==> config.mk <==
export PLATFORM = sky130hd
export DESIGN_NAME = matmul_seq
export DESIGN_NICKNAME = d
export VERILOG_FILES = /design/src/rtl/matmul_seq.sv
export SDC_FILE = /design/constraint.sdc
export NUM_CORES = 1
export LEC_CHECK = 0
export ABC_AREA = 1
export BUFFER_PORTS_ARGS = -buffer_cell sky130_fd_sc_hd__buf_2
export CAP_MARGIN = 20
export CORE_ASPECT_RATIO = 1.4
export CORE_MARGIN = 3
export CORE_UTILIZATION = 62
export DETAILED_ROUTE_END_ITERATION = 6
export PLACE_DENSITY = 0.95
export SYNTH_ARGS = -nofsm -noshare
export SYNTH_HDL_FRONTEND = slang
export SYNTH_SLANG_ARGS = --single-unit
==> constraint.sdc <==
create_clock -name clk -period 9.35 [get_ports clk]
set_input_delay 1.4025 -clock clk [delete_from_list [all_inputs] [get_ports clk]]
set_output_delay 1.4025 -clock clk [all_outputs]
set_load 0.02 [all_outputs]
==> src/rtl/matmul_seq.sv <==
// Sequential unsigned N x N matrix multiply (C = A*B or C += A*B) using one MAC per cycle.
// Define MATMUL_SAT_EN to saturate each result element at 2^DW-1 instead of wrapping modulo 2^DW.
//   state  | meaning
//   S_IDLE | waiting for start; operands and acc_mode captured on acceptance
//   S_CALC | one MAC per cycle, k innermost, then j, then i
//   S_DONE | one-cycle done pulse, mat_c coherent
module matmul_seq #(
  parameter int N  = 2,
  parameter int DW = 8
) (
  input  logic                          clk,
  input  logic                          rst_n,
  input  logic                          start,
  input  logic                          acc_mode,
  input  logic [N-1:0][N-1:0][DW-1:0]   mat_a,
  input  logic [N-1:0][N-1:0][DW-1:0]   mat_b,
  output logic [N-1:0][N-1:0][DW-1:0]   mat_c,
  output logic                          busy,
  output logic                          done
);

  localparam int CW = $clog2(N);
  localparam int AW = 2*DW + $clog2(N) + 1;
  localparam logic [CW-1:0] LAST = CW'(N-1);
  localparam logic [AW-1:0] MAXV = AW'({DW{1'b1}});

  typedef enum logic [1:0] {
    S_IDLE = 2'd0,
    S_CALC = 2'd1,
    S_DONE = 2'd2
  } state_t;

  state_t                        r_state;
  logic [N-1:0][N-1:0][DW-1:0]   r_a;
  logic [N-1:0][N-1:0][DW-1:0]   r_b;
  logic [N-1:0][N-1:0][DW-1:0]   r_c;
  logic                          r_acc_mode;
  logic                          r_busy;
  logic                          r_done;
  logic [CW-1:0]                 r_i;
  logic [CW-1:0]                 r_j;
  logic [CW-1:0]                 r_k;
  logic [AW-1:0]                 r_acc;

  logic [2*DW-1:0]               w_prod;
  logic [AW-1:0]                 w_base;
  logic [AW-1:0]                 w_sum;
  logic [DW-1:0]                 w_res;

  // k=0 seeds the running sum from the previous result (accumulate) or zero
  always_comb begin
    w_prod = r_a[r_i][r_k] * r_b[r_k][r_j];
    if (r_k == '0) begin
      w_base = r_acc_mode ? AW'(r_c[r_i][r_j]) : '0;
    end else begin
      w_base = r_acc;
    end
    w_sum = w_base + AW'(w_prod);
`ifdef MATMUL_SAT_EN
    w_res = (w_sum > MAXV) ? {DW{1'b1}} : w_sum[DW-1:0];
`else
    w_res = w_sum[DW-1:0];
`endif
  end

  always_ff @(posedge clk or negedge rst_n) begin
    if (!rst_n) begin
      r_state    <= S_IDLE;
      r_a        <= '0;
      r_b        <= '0;
      r_c        <= '0;
      r_acc_mode <= 1'b0;
      r_busy     <= 1'b0;
      r_done     <= 1'b0;
      r_i        <= '0;
      r_j        <= '0;
      r_k        <= '0;
      r_acc      <= '0;
    end else begin
      case (r_state)
        S_IDLE: begin
          r_done <= 1'b0;
          if (start) begin
            r_a        <= mat_a;
            r_b        <= mat_b;
            r_acc_mode <= acc_mode;
            r_i        <= '0;
            r_j        <= '0;
            r_k        <= '0;
            r_acc      <= '0;
            r_busy     <= 1'b1;
            r_state    <= S_CALC;
          end
        end
        S_CALC: begin
          if (r_k == LAST) begin
            r_c[r_i][r_j] <= w_res;
            r_acc         <= '0;
            r_k           <= '0;
            if (r_j == LAST) begin
              r_j <= '0;
              if (r_i == LAST) begin
                r_i     <= '0;
                r_done  <= 1'b1;
                r_state <= S_DONE;
              end else begin
                r_i <= r_i + 1'b1;
              end
            end else begin
              r_j <= r_j + 1'b1;
            end
          end else begin
            r_acc <= w_sum;
            r_k   <= r_k + 1'b1;
          end
        end
        S_DONE: begin
          r_done  <= 1'b0;
          r_busy  <= 1'b0;
          r_state <= S_IDLE;
        end
        default: begin
          r_done  <= 1'b0;
          r_busy  <= 1'b0;
          r_state <= S_IDLE;
        end
      endcase
    end
  end

  assign mat_c = r_c;
  assign busy  = r_busy;
  assign done  = r_done;

endmodule

After elaboration in Yosys (flattened, before gate mapping). Index checks and enable logic that the tools add are counted.

Register bits: 122. Input bits: 68. Output and inout bits: 34. Word-level logic and storage cells: 91.

Add/subtract/negate cells: 4. $mul: 1. $lt $le $gt $ge: 5. Eq/ne operators: 5. Multiplexer cells: 43. Bitwise operators: 1. Reduce and logical (&&, ||, !) cells: 12.

Operator list (count): $mux 16 (7); $mux 8 (8); $mux 18 (3); $pmux 18 s2 (1); $bwmux 32 (1); $add 18x16->18 (1); $demux 16 s1 (1); $mul 8x8->16 (1); $mux 1 (12); $demux 8 s1 (1); $mux 2 (4); $ne 2x2->1 const B (4); $pmux 1 s2 (4); $reduce_and 2->1 (4); $reduce_and 4->1 (2); $lt 1x2->1 const B (3); $reduce_and 3->1 (2); $pmux 2 s2 (1); $add 1x1->1 const B (3); $eq 2x1->1 const B (1); $ge 1x1->1 const B (2); $logic_and 1x1->1 (2); $logic_not 2->1 (1); $reduce_bool 2->1 (1); $not 1->1 (1).

Longest topological paths before layout.
Depth in word-level cells: 9. Mapped depth: 30. Depth with buffers taken out: 28.

Least setup slack after synthesis. No wires, ideal clock.

Path kind: register to register. Start: reg r_i. End: reg r_acc[7]. Library setup time: 0.118 ns. Data arrival time: 4.463 ns. Data required time: 9.232 ns. Slack: 4.769 ns. Cell stages (with the launch flop): 26. Path buffers: 2. Clock period less this slack: 4.581 ns. Cell sequence: dfrtp_1 > buf_6 > buf_6 > nor2_1 > nand2_1 > nand4_1 > a22oi_1 > fa_1 > inv_1 > fa_1 > inv_1 > fa_1 > fa_1 > inv_1 > ha_1 > a21o_1 > a31oi_1 > inv_1 > nand2_1 > nand2_1 > nand2_1 > nand2_2 > inv_1 > nand3_2 > nand3_1 > nand2_1.

Longest elaborated chain between the ends: 9.

Ends and longest elaborated chain: start, declared (line 40) `logic [CW-1:0] r_i;`; start signal, assigned (line 107) `r_i <= r_i + 1'b1;`; branches (longest 6 deep; another with $mul 8x8->16); $add 18x16->18 (*) (line 58) `w_sum = w_base + AW'(w_prod);`; $mux 18 (*) (line 96) `if (r_k == LAST) begin`; $pmux 18 s2 (*) (line 80) `case (r_state)`; end signal, assigned (line 113) `r_acc <= w_sum;`; end, declared (line 43) `logic [AW-1:0] r_acc;`.

Mark *: on every way between the ends. The select of a mux whose other input is x is not followed. A chain may end at the register's enable or synchronous reset.

Worst setup path in the final report.
Start: reg r_i. End: reg r_c (netlist bit mat_c[15]).

Longest elaborated chain between the ends: 8.

Ends and longest elaborated chain: branches (longest 7 deep; another with $add 18x16->18); $bwmux 32 (*) (line 97) `r_c[r_i][r_j] <= w_res;`; end signal, assigned by index (line 97); end, declared (line 36) `logic [N-1:0][N-1:0][DW-1:0] r_c;`.

Marks and branches as above.

==> results.toml <==
[finish]
drive_gt1_share_pct = 16.7
multi_input_area_mm2 = 0.00285
fin_nets = 997
finalInstanceArea_mm2 = 0.00715
areaGrowthSynthToFinish_pct = 13.4
diodes = 0
seqCellArea_mm2 = 0.00280
fillers = 733

[synth]
synth-main-ff-cell = "dfrtp_1"
synthArstFlopShare_pct = 100
synth_fp_nets = 911
syn_area_mm2 = 0.00630
synth.distinct_cells = 39
ys_ff_latch = 112
synth_seq_area_share_pct = 44.5
avgSynthCellArea_um2 = 7.80
synth_edf_count = 0
yosys_warnings = 0
synth_cells = 808

[critical_path]
path_class = "register to register"
critical_path.slowest_cell = "fa_1"
setup.worst_path.start_class = "register"
cp_max_fo = 20
end_kind = "register"
critPathBufInv = 7
worst_path_largest_cell_delay_ns = 0.55
critPathArrivalTime_ns = 5.61
critical_path.top_delay_family = "adder cells"
critPathRequiredTime_ns = 9.59

[detailed_routing]
dr.first_iter.drc_count = 417
first_pass_iters = 5
vias = 5647
drc = 0
wl_met1_um = 5860
wl_met3_um = 1100
detail_route.vias_per_cell = 5.48
wl_um = 16000
wire_per_inst_um = 15.5
top_layer = "met4"
wl_met2_um = 8240
ant_nets = 0

[die]
start_util_pct = 65.2
num_rows = 42
die_w_um = 91.2
ios = 102
dieArea_mm2 = 0.0114
fp.dieH_um = 125
core_mm2 = 0.00967

[clock_tree]
htreeDepth = 3
cts_hold_buf = 0
cts.sinks = 112
cts_buffers = 9
cts_setup_buffers = 0
post_cts_resize_count = 0
clockBufferDepth = 2
root_buffer = "clkbuf_16"
cts.clk_slew.worst_paths_ns = 0.07
cts_tree = "done"
insertion_delay_ns = 0.36

[sta]
period_share_pct = 57.4
hold_slack_ns = 0.483
rsz0062_at_grt = "no"
finClkSkew_ns = 0.00911
min_period_ns = 5.36
tns_ns = 0
worst_pin_slew_ns = 0.983
hold_viol = 0
slew_violations = 0
max_freq_ghz = 0.186
finalSetupViolations = 0
relSlewSlack_pct = 34.2

[global_routing]
grt-ovfl-total = 0
gr-usage-all-layers_pct = 29.5
grt_pass1_wl_um = 26500
grt_pass1_vias = 5577
antenna_found_initial = 0
grt_start_max_net_pins = 96

[place]
io_buffers = 101
dpl.hpwl_um = 12000
place.gp.congestion = 0.929
dpl-instance-area_mm2 = 0.00682

[min_path]
holdCritPathClass = "register to register"

[outcome]
outcome = "finished clean"

[flow_run]
cap_violations = 0
-- worst paths after layout --
path	endpoint	startpoint	depth (start not counted)	slack [ns]
worst max-delay path	mat_c[15]	r_i	25	3.99
worst min-delay path	r_b[26]	r_b[26]	2	0.48
worst max register to register	mat_c[15]	r_i	25	3.99
worst min register to register	r_b[26]	r_b[26]	2	0.48
max in group asynchronous	r_a[16]	rst_n	2	7.11
min in group asynchronous	r_a[13]	rst_n	1	1.07
-- sequential cells by signal (all words and copies together), names as in the netlist --
register / cells
busy: 1
done: 1
mat_c: 32
r_a: 32
r_acc: 8
r_acc_mode: 1
r_b: 32
r_i: 1
r_j: 1
r_k: 1
r_state: 2
-- cells in the final DEF (no fill, tap or decap), drive strengths merged, types with 5 or more instances in the layout --
master / Yosys / final
nor2: 22 / 22
a22oi: 5 / 5
buf: 15 / 106
o21ai: 78 / 78
a21oi: 6 / 6
inv: 117 / 119
fa: 18 / 18
clkbuf: 16 / 10
o22ai: 6 / 6
nand2: 339 / 339
dfrtp: 112 / 112
ha: 17 / 17
nand3: 33 / 33
-- per-layer routing --
metal	vias to the layer above	GRT usage, %
li1	2662	-
met1	2648	34.8
met5	-	0
met3	62	5.65
met4	0	14.7
met2	275	51.2
-- layout make-up --
class | instances | area share [%]
timing repair buffer | 106 | 7.63
tap | 132 | 2.31
multi-input combinational | 547 | 39.9
clock buffer | 10 | 3.34
sequential | 112 | 39.2
clock inverter | 6 | 1.26
inverter | 118 | 6.30
-- worst register-to-register path: cells and delay by family (launching register included) --
kind | cells | cell delay [ns]
fa+ha+maj | 5 | 2.33
simple gates | 10 | 1.30
buf+inv | 7 | 0.72
flops | 1 | 0.47
compound gates | 3 | 0.44
-- synthesized netlist by cell type (2+ instances only) --
cell / instances / area [um^2]
a22oi_1: 5 / 37.5
a221oi_1: 2 / 17.5
buf_2: 4 / 20.0
nand2_1: 326 / 1220
a21oi_1: 6 / 30.0
fa_1: 18 / 360
nor2_1: 19 / 71.3
o21ai_1: 11 / 55.1
clkbuf_1: 16 / 60.1
xor2_1: 3 / 26.3
a21o_1: 2 / 15.0
o22ai_1: 6 / 37.5
dfrtp_1: 112 / 2800
inv_1: 111 / 417
nor2_2: 2 / 12.5
nand2_2: 12 / 75.1
nand3_2: 2 / 20.0
buf_6: 9 / 101
inv_2: 4 / 15.0
o21ai_0: 67 / 335
o2111ai_1: 4 / 35.0
nand3_1: 31 / 155
ha_1: 17 / 213
o211ai_1: 2 / 15.0
a31oi_1: 2 / 12.5
nand3b_1: 2 / 15.0
-- cell families after synthesis --
| group | Yosys count | synth area share (%) |
|---|---|---|
| multiplexers | 1 | 0.218 |
| AO/OA/AOI/OAI | 110 | 10.0 |
| adder cells (fa/ha/maj) | 35 | 9.10 |
| flip-flops | 112 | 44.5 |
| XOR/XNOR | 3 | 0.417 |
| buffers and inverters | 149 | 10.2 |
| AND/OR/NAND/NOR | 398 | 25.5 |
-- per-stage QoR --
step                      util, %  instances  worst slack [ns]
after global routing         73.9       1031              3.66
after CTS                    73.9       1031              4.04
after floorplan                 -        808              4.77
after global placement       70.5       1015              4.32
after detailed placement     70.5       1015              4.18
final                        73.9       1031              3.99
Power is not shown: default switching activity piles up to over one toggle a cycle in this logic, so the estimate is an artifact.
